File: src/rtl/alu_issue_ctrl.sv
// Issue/writeback stage in front of a combinational ALU: accepts load and ALU
// commands, keeps a small register file, drives registered ALU operands and
// writes the ALU result back one cycle later.
module alu_issue_ctrl #(
    parameter int DATA_W = 4,
    parameter int REG_N  = 4
) (
    input  logic              clk,
    input  logic              rst,
    input  logic              cmd_valid,
    output logic              cmd_ready,
    input  logic              cmd_load,
    input  logic [2:0]        cmd_op,
    input  logic [1:0]        cmd_src_a,
    input  logic [1:0]        cmd_src_b,
    input  logic [1:0]        cmd_dst,
    input  logic [DATA_W-1:0] cmd_imm,
    output logic [DATA_W-1:0] alu_a,
    output logic [DATA_W-1:0] alu_b,
    output logic [2:0]        alu_op,
    input  logic [DATA_W-1:0] alu_result,
    output logic              res_valid,
    output logic [DATA_W-1:0] res_data,
    output logic [1:0]        res_dst,
    output logic              res_zero,
    output logic              busy
);

    typedef enum logic {
        IDLE,
        EXEC
    } state_t;

    state_t            state_q, state_d;
    logic [DATA_W-1:0] regs [REG_N];
    logic [1:0]        dst_q;

    logic              accept;
    logic              wr_en;
    logic [1:0]        wr_addr;
    logic [DATA_W-1:0] wr_data;

    assign cmd_ready = (state_q == IDLE) & ~rst;
    assign busy      = (state_q == EXEC);
    assign accept    = cmd_valid & cmd_ready;

    // NOTE: every signal written here gets a default first, so no path can
    // leave one unassigned and infer a latch.
    always_comb begin
        state_d = state_q;
        wr_en   = 1'b0;
        wr_addr = cmd_dst;
        wr_data = cmd_imm;
        case (state_q)
            IDLE: begin
                if (accept) begin
                    if (cmd_load) begin
                        wr_en = 1'b1;
                    end else begin
                        state_d = EXEC;
                    end
                end
            end
            EXEC: begin
                // The ALU result is sampled in the same cycle it is driven.
                wr_en   = 1'b1;
                wr_addr = dst_q;
                wr_data = alu_result;
                state_d = IDLE;
            end
            default: state_d = IDLE;
        endcase
    end

    // NOTE: all state here uses non-blocking assignments so every register
    // samples pre-edge values, which is what makes accept-time reads of the
    // register file see the contents before this edge's write.
    always_ff @(posedge clk) begin
        if (rst) begin
            state_q   <= IDLE;
            dst_q     <= '0;
            alu_a     <= '0;
            alu_b     <= '0;
            alu_op    <= 3'b000;
            res_valid <= 1'b0;
            res_data  <= '0;
            res_dst   <= '0;
            res_zero  <= 1'b0;
            // NOTE: the register file is small and must read 0 after reset,
            // so it is cleared here rather than left as an unreset RAM.
            for (int i = 0; i < REG_N; i++) begin
                regs[i] <= '0;
            end
        end else begin
            state_q   <= state_d;
            res_valid <= wr_en;
            if (wr_en) begin
                regs[wr_addr] <= wr_data;
                res_data      <= wr_data;
                res_dst       <= wr_addr;
                res_zero      <= (wr_data == '0);
            end
            if (accept && !cmd_load) begin
                alu_a  <= regs[cmd_src_a];
                alu_b  <= regs[cmd_src_b];
                alu_op <= cmd_op;
                dst_q  <= cmd_dst;
            end else if (state_q == EXEC) begin
                alu_op <= 3'b000;
            end
        end
    end

endmodule

File: config.mk
export PLATFORM = sky130hd
export DESIGN_NAME = alu_issue_ctrl
export DESIGN_NICKNAME = d
export VERILOG_FILES = /design/src/rtl/alu_issue_ctrl.sv
export SDC_FILE = /design/constraint.sdc
export NUM_CORES = 1
export LEC_CHECK = 0
export ABC_AREA = 1
export CAP_MARGIN = 20
export CELL_PAD_IN_SITES_DETAIL_PLACEMENT = 0
export CELL_PAD_IN_SITES_GLOBAL_PLACEMENT = 1
export CORE_ASPECT_RATIO = 1.5
export CORE_MARGIN = 3
export CORE_UTILIZATION = 37
export CTS_BUF_LIST = sky130_fd_sc_hd__clkbuf_16
export DETAILED_ROUTE_END_ITERATION = 12
export PLACE_DENSITY_LB_ADDON = 0.1
export SYNTH_ARGS = -nofsm -noshare
export SYNTH_HDL_FRONTEND = slang
export SYNTH_SLANG_ARGS = --single-unit
File: constraint.sdc
create_clock -name clk -period 1.9 [get_ports clk]
set_input_delay 0.19 -clock clk [delete_from_list [all_inputs] [get_ports clk]]
set_output_delay 0.19 -clock clk [all_outputs]
set_load 0.01 [all_outputs]
* Word level (Yosys, flattened, before mapping)
Memories as Yosys holds them, arrays and structs flattened. A register that Yosys moved wholly into a read port is not among the register bits. Index checks and enable logic that the tools add are counted.
Word-level totals: register bits 14, latch bits 0, RAM bits 16, ROM bits 0, output and inout port bits 21, memories kept 1
Cells by class: add/sub/neg operators 0, $mul 0, div/mod/pow operators 0, $lt $le $gt $ge 0, eq/ne operators 0, shift-type cells 0, mux-type cells 18, bitwise logic cells 4, reductions and logical operators 5
Memory list:
- regs | words 4, bits a word 4, read ports 2, clocked after memory_dff 2, wr ports 4, line 35 | logic [DATA_W-1:0] regs [REG_N];
Operators with widths (count):
- 1-bit 2-to-1 mux | 10
- 4-bit 2-to-1 mux | 2
- 3-bit 2-to-1 mux | 2
- 4-bit zero test | 1
- 2-bit 2-to-1 mux | 2
- 1-bit one-hot mux with 2 select lines | 2
- 4-bit OR reduction | 1
- 1-bit bitwise AND | 2
- 1-bit NOT | 2
- 2-bit nonzero test | 1
- 1-bit logical AND | 1
- 1-bit zero test | 1

* Longest topological paths before layout
Gate-level depths: netlist of run 1.
depth in word-level cells 10, depth in mapped cells 7, mapped depth without buffers 7

* Worst setup path before layout of run 1
OpenSTA, ideal clock, no wires.
kind register -> register, start register state_q (netlist: busy), end memory regs[3][0], enable pin, library setup time 329 ps, arrival 1180 ps, required time 1571 ps, setup slack 391 ps, cell stages (with the launch flop) 5, clock period less this slack 1509 ps, path through dfxtp_1 -> inv_2 -> o21ai_2 -> a21oi_1 -> nor2_1
RTL lines:
- start, declared | line 34 | state_t state_q, state_d;
- start signal, assigned | line 95 | state_q <= state_d;
- end, declared | line 35

* Worst setup path after layout of run 1
start register state_q (netlist: busy), end output port busy
RTL lines:
- end, declared | line 26 | output logic busy
No word-level cell between the ends.

==> run_results.csv, run 1 <==
group,metric,value,unit
worst_setup_path,path_max_fanout,4,
pwr,power-per-cell-area,865,mW/mm^2
global_route,grt_antenna_before_repair,0,
floorplanning,io_pins,42,
timing,worstMarginPinSlew,314,ps
yosys,sequential_share_of_the_synthesized_area,47.0,%
flow_run,drv.max_cap_violation_count,0,
worst_setup_path,cp_data_arrival_time,1460,ps
final_layout,fillCellCount,515,
yosys,postSynthCellCount,243,
yosys,synthesis.area_per_instance,8.06,sq um
global_route,grt_use_total,15.9,%
min_path,worstHoldPathType,"reg2reg",
global_route,grt.overflow.total,0,
timing,rsz0062_at_grt,"no",
detailed_routing,wl_met1,1790,microns
cts,number_of_gates_resized_after_cts,0,
floorplanning,core_area,0.00496,sq mm
timing,timing.setup.tns,0,ps
cts,clock_latency_reported_for_the_late_side_of_the_worst_skew_pair,280,ps
timing,whs,452,ps
detailed_routing,topRoutingLayerUsed,"met4",
timing,timing.final.crit_period,1650,ps
floorplanning,floorplan.rows,31,
timing,final.period_utilization,86.9,%
timing,hold_viol_final,0,
floorplanning,chipHeight,95.1,microns
cts,cts_tree,"yes",
floorplanning,die_x,65.4,microns
worst_setup_path,critical_path.startpoint,"busy",
detailed_routing,drc,0,
placement,routability_congestion_estimate_from_global_placement,0.900,
cts,cts.sinks,38,
yosys,yosys_warnings,0,
cts,cts.htree.levels,2,
detailed_routing,wl,4500,microns
cts,maximum_clock_insertion_buffer_count,2,
cts,cts_setup_buffers,0,
cts,clockRootBuffer,"sky130_fd_sc_hd__clkbuf_16",
detailed_routing,wl_met2,2350,microns
yosys,ys_ff_latch,38,
timing,finalSetupViolCount,0,
placement,io_buffers,41,
pwr,vdd.ir_drop.worst,0.462,mV
global_route,number_of_global_route_vias_before_repair,1567,
final_layout,antenna_cells,0,
timing,fmaxAchievable,0.606,GHz
timing,max_slew_headroom,79.0,%
detailed_routing,via_per_inst,4.54,
placement,dp_hpwl,3410,microns
global_route,grt_pass1_wl,7290,microns
detailed_routing,route.antenna.remaining_nets,0,
worst_setup_path,worst-setup-path-type,"reg2out",
global_route,grt_start_max_net_pins,19,
pwr,power.leakage,1.22,nW
timing,maxSlewViolCount,0,
floorplanning,initial_core_util,39.5,%
yosys,yosys.cell_types.count,24,
detailed_routing,drt_pass1_iterations,4,
final_layout,layout.cells.most_common_list,"sky130_fd_sc_hd__nand2_1 (71), sky130_fd_sc_hd__clkdlybuf4s50_1 (41), sky130_fd_sc_hd__inv_1 (35)",
cts,hold_buffers,0,
min_path,min-delay-start,"res_data[0]",
detailed_routing,drtIter0Drc,54,
detailed_routing,met3RoutedLength,196,microns
final_layout,finish.instance_area,0.00264,sq mm
cts,clkSlewWorstSetupHoldPaths,60,ps
placement,dpl-instance-area,0.00245,sq mm
timing,finClkSkew,2.23,ps
final_layout,final_common_cell,"sky130_fd_sc_hd__nand2_1",
yosys,netlist_area,0.00196,sq mm
final_layout,area_added_between_synthesis_and_finish,34.7,%
cts,cts_inserted_buffers,5,
worst_setup_path,critical_path_required,1710,ps
run_status,outcome,"finished, final reports clean",
worst_setup_path,worstReg2RegStart,"busy",
floorplanning,fp.dieArea,0.00622,sq mm
final_layout,drive_gt1_share,13.7,%
detailed_routing,dr_wl_cell,12.6,microns
worst_setup_path,crit_path_end_kind,"primary output",
worst_setup_path,category_of_the_worst_setup_path_launch_point,"flip-flop",
yosys,syn_nets,264,
detailed_routing,vias,1626,
final_layout,count_of_nets_after_finishing,312,
==> stage by stage <==
stage               utilization (%)  power, mW  worst slack [ps]  std cells
floorplan                         -       1.10               391        243
global placement               49.4       1.24              82.7        350
finish                         53.2       2.28               250        358
CTS                            53.2       2.31               224        358
detailed placement             49.4       1.24              57.6        350
global route                   53.2       2.37               193        358
==> area by class of cell <==
class                      count  area, sq um  share of cell area [%]
sequential                    38          921                    34.9
multi-input combinational    160          827                    31.3
timing repair buffer          47          455                    17.3
inverter                      39          165                    6.26
clock buffer                   5          125                    4.74
tap                           66         82.6                    3.13
clock inverter                 3         63.8                    2.42
==> power by group <==
| part | internal [mW] | leakage (nW) | switching, mW |
|---|---|---|---|
| combinational | 0.139 | 0.788 | 0.175 |
| sequential | 0.892 | 0.344 | 0.0154 |
| clock | 0.747 | 0.0915 | 0.315 |
==> state kept, by name, indices dropped and copies added, names as in the netlist <==
signal	count
regs	16
alu_a	4
alu_b	4
res_data	4
alu_op	3
dst_q	2
res_dst	2
busy	1
res_valid	1
res_zero	1
==> layer usage <==
metal,global-route usage (%),up-vias
li1,-,859
met1,15.8,703
met2,29.8,52
met3,3.42,12
met4,9.00,0
met5,0,-
==> cell usage after synthesis <==
library cell / n / share of area (%)
sky130_fd_sc_hd__o21ai_0: 3 / 0.77
sky130_fd_sc_hd__nand2_2: 5 / 1.6
sky130_fd_sc_hd__inv_1: 35 / 6.7
sky130_fd_sc_hd__o21ai_1: 7 / 1.8
sky130_fd_sc_hd__buf_2: 4 / 1.0
sky130_fd_sc_hd__nand4_1: 1 / 0.32
sky130_fd_sc_hd__nand3_1: 19 / 4.9
sky130_fd_sc_hd__nand3_4: 1 / 0.89
sky130_fd_sc_hd__dfxtp_1: 22 / 22
sky130_fd_sc_hd__bufinv_8: 1 / 0.89
sky130_fd_sc_hd__nor2_4: 2 / 1.1
sky130_fd_sc_hd__buf_8: 1 / 0.77
sky130_fd_sc_hd__nor2_1: 30 / 5.7
sky130_fd_sc_hd__nand3_2: 1 / 0.51
sky130_fd_sc_hd__nand4_4: 3 / 3.3
sky130_fd_sc_hd__a21oi_1: 6 / 1.5
sky130_fd_sc_hd__inv_2: 2 / 0.38
sky130_fd_sc_hd__buf_6: 1 / 0.57
sky130_fd_sc_hd__o21ai_2: 5 / 2.2
sky130_fd_sc_hd__nand2_4: 4 / 2.3
sky130_fd_sc_hd__o21ai_4: 2 / 1.7
sky130_fd_sc_hd__edfxtp_1: 16 / 25
sky130_fd_sc_hd__clkinv_4: 1 / 0.45
sky130_fd_sc_hd__nand2_1: 71 / 14
==> cells by family (layout without fill, tap and decap cells) <==
| kind of cell | Yosys count | in the layout | synth area share [%] |
|---|---|---|---|
| buf+inv | 45 | 94 | 10.8 |
| flops | 38 | 38 | 47.0 |
| simple gates | 137 | 137 | 34.2 |
| compound gates | 23 | 23 | 7.98 |
==> worst paths after layout <==
check                end  slack, ps  cells past startpoint
max                 busy        250                      2
min          res_data[0]        450                      2
max reg2reg   regs[3][2]        340                      4
min reg2reg  res_data[0]        450                      2
==> critical path, cell delays in order (launching register included) <==
cell and delay, ps:
sky130_fd_sc_hd__dfxtp_1 430, sky130_fd_sc_hd__buf_4 200, sky130_fd_sc_hd__clkdlybuf4s50_1 550
Note: power is estimated with default switching activity, not from simulation.
==> run 2, diff against run 1 <==
Settings changed: CORE_ASPECT_RATIO 1.5 to default.
==> run 2 against run 1 <==
Effect of this change: power fell by 6.3%; largest power group unchanged; hold slack got worse by 6.1 ps; die area fell by 0.29%; highest routed layer unchanged; first-iteration DRC count fell by 57%; critical path type unchanged; global-route usage fell by 0.16 points; routed wire length fell by 1.6%.
==> run_results.csv, run 2 (synthesized netlist as in run 1, its figures left out) <==
group,metric,value,unit
run_status,outcome,"finished, final reports clean",
timing,maxSlewViolCount,0,
flow_run,drv.max_cap_violation_count,0,
floorplanning,fp.dieArea,0.00620,sq mm
detailed_routing,vias,1616,
worst_setup_path,timing.critical_path.buf_inv,2,
floorplanning,io_pins,42,
cts,cts_setup_buffers,0,
worst_setup_path,path_max_fanout,9,
final_layout,area_added_between_synthesis_and_finish,33.5,%
timing,rsz0062_at_grt,"no",
worst_setup_path,worstRegToRegCells,4,
timing,worstMarginPinSlew,313,ps
min_path,holdPathStages,2,
detailed_routing,wl,4430,microns
cts,cts_tree,"yes",
placement,routability_congestion_estimate_from_global_placement,0.841,
detailed_routing,dr_wl_cell,12.3,microns
min_path,worstHoldEndpoint,"res_data[2]",
worst_setup_path,reg2reg_setup_slack,320,ps
floorplanning,floorplan.rows,25,
timing,final.period_utilization,90.9,%
placement,post_place_setup_slack,128,ps
final_layout,final_instance_count_excl_fillers,359,
placement,dp_hpwl,3380,microns
pwr,vdd.ir_drop.worst,0.507,mV
global_route,grt_use_total,15.7,%
final_layout,antenna_cells,0,
cts,cts.sinks,38,
final_layout,final_common_cell,"sky130_fd_sc_hd__nand2_1",
final_layout,drive_gt1_share,13.4,%
timing,finClkSkew,4.89,ps
floorplanning,core_area,0.00491,sq mm
final_layout,count_of_nets_after_finishing,312,
pwr,power-per-cell-area,818,mW/mm^2
timing,timing.final.crit_period,1730,ps
worst_setup_path,cp_cell_sequence,"buf_4 -> clkdlybuf4s50_1",
timing,hold_viol_final,0,
global_route,grt_pass1_wl,7450,microns
detailed_routing,drt_pass1_iterations,4,
cts,clockRootBuffer,"sky130_fd_sc_hd__clkbuf_16",
final_layout,layout.cells.most_common_list,"sky130_fd_sc_hd__nand2_1 (71), sky130_fd_sc_hd__clkdlybuf4s50_1 (41), sky130_fd_sc_hd__inv_1 (37)",
worst_setup_path,worst-setup-path-type,"reg2out",
worst_setup_path,cp_data_arrival_time,1540,ps
timing,fmaxAchievable,0.579,GHz
cts,clkSlewWorstSetupHoldPaths,60,ps
cts,maximum_clock_insertion_buffer_count,2,
final_layout,finish.instance_area,0.00262,sq mm
worst_setup_path,worstReg2RegStart,"busy",
floorplanning,initial_core_util,39.9,%
cts,hold_buffers,0,
worst_setup_path,crit_path_end_kind,"primary output",
final_layout,largest_register,"regs",
pwr,power.leakage,1.22,nW
global_route,grt.overflow.total,0,
min_path,min-delay-start,"res_data[2]",
worst_setup_path,category_of_the_worst_setup_path_launch_point,"flip-flop",
placement,placed_cells,351,
detailed_routing,drc,0,
final_layout,number_of_flip_flops_under_the_largest_register_name,16,
worst_setup_path,family_with_the_most_delay_on_the_worst_path,"buffers and inverters",
timing,fin_ws,174,ps
worst_setup_path,crit-reg2reg-capture,"regs[3][0]",
worst_setup_path,critical_path_required,1710,ps
floorplanning,die_x,78.8,microns
detailed_routing,drtIter0Drc,23,
timing,whs,446,ps
placement,dpl-instance-area,0.00245,sq mm
cts,clock_latency_reported_for_the_late_side_of_the_worst_skew_pair,280,ps
min_path,worstHoldPathType,"reg2reg",
floorplanning,chipHeight,78.8,microns
detailed_routing,via_per_inst,4.50,
timing,max_slew_headroom,79.0,%
cts,cts.htree.levels,2,
global_route,grt_start_max_net_pins,19,
cts,cts_inserted_buffers,5,
timing,timing.setup.tns,0,ps
placement,io_buffers,41,
cts,number_of_gates_resized_after_cts,0,
detailed_routing,route.antenna.remaining_nets,0,
global_route,grt_antenna_before_repair,0,
worst_setup_path,cp_slowest_cell,"sky130_fd_sc_hd__clkdlybuf4s50_1",
worst_setup_path,critical_path.max_stage_delay,570,ps
timing,finalSetupViolCount,0,
global_route,number_of_global_route_vias_before_repair,1565,
run 2: changes by cell type in the layout (fill, tap and decap cells not counted), sizes merged:
cell	change
clkinv	-1
inv	+2
bufinv	-1
run 2: layout make-up:
cell class	instances	area, sq um
clock buffer	5	125
clock inverter	3	37.5
fill	480	2300
inverter	39	165
multi-input combinational	160	827
sequential	38	921
tap	67	83.8
timing repair buffer	47	455
run 2: worst min-delay path: stages, from the launching register on:
cell and delay (ps):
sky130_fd_sc_hd__dfxtp_1 300, sky130_fd_sc_hd__nand2_1 60, sky130_fd_sc_hd__nand2_1 40
run 2: how the worst max path moves through the flow:
stage	start	endpoint	cells past startpoint
after floorplan	busy	regs[3][0]	4
after global placement	rst	regs[3][0]	6
after detailed placement	rst	regs[3][1]	6
after CTS	busy	busy	2
after global routing	busy	busy	2
final	busy	busy	2
run 2: report_power, final:
group          total (mW)  leakage, nW  switching (mW)  internal [mW]
clock network       0.920       0.0864           0.311          0.609
registers           0.907        0.344          0.0152          0.892
logic               0.312        0.788           0.173          0.139
run 2: stage by stage:
step | power (mW) | util [%]
CTS | 2.16 | 53.2
global route | 2.23 | 53.2
finish | 2.14 | 53.2
global placement | 1.24 | 49.9
floorplan | 1.10 | -
detailed placement | 1.24 | 49.9
run 2: metal layers:
metal	up-vias	GRT usage (%)	wire [microns]
met1	719	17.6	1880
met2	37	27.7	2240
met5	-	0	0
li1	856	-	-
met3	4	4.88	250
met4	0	6.29	58
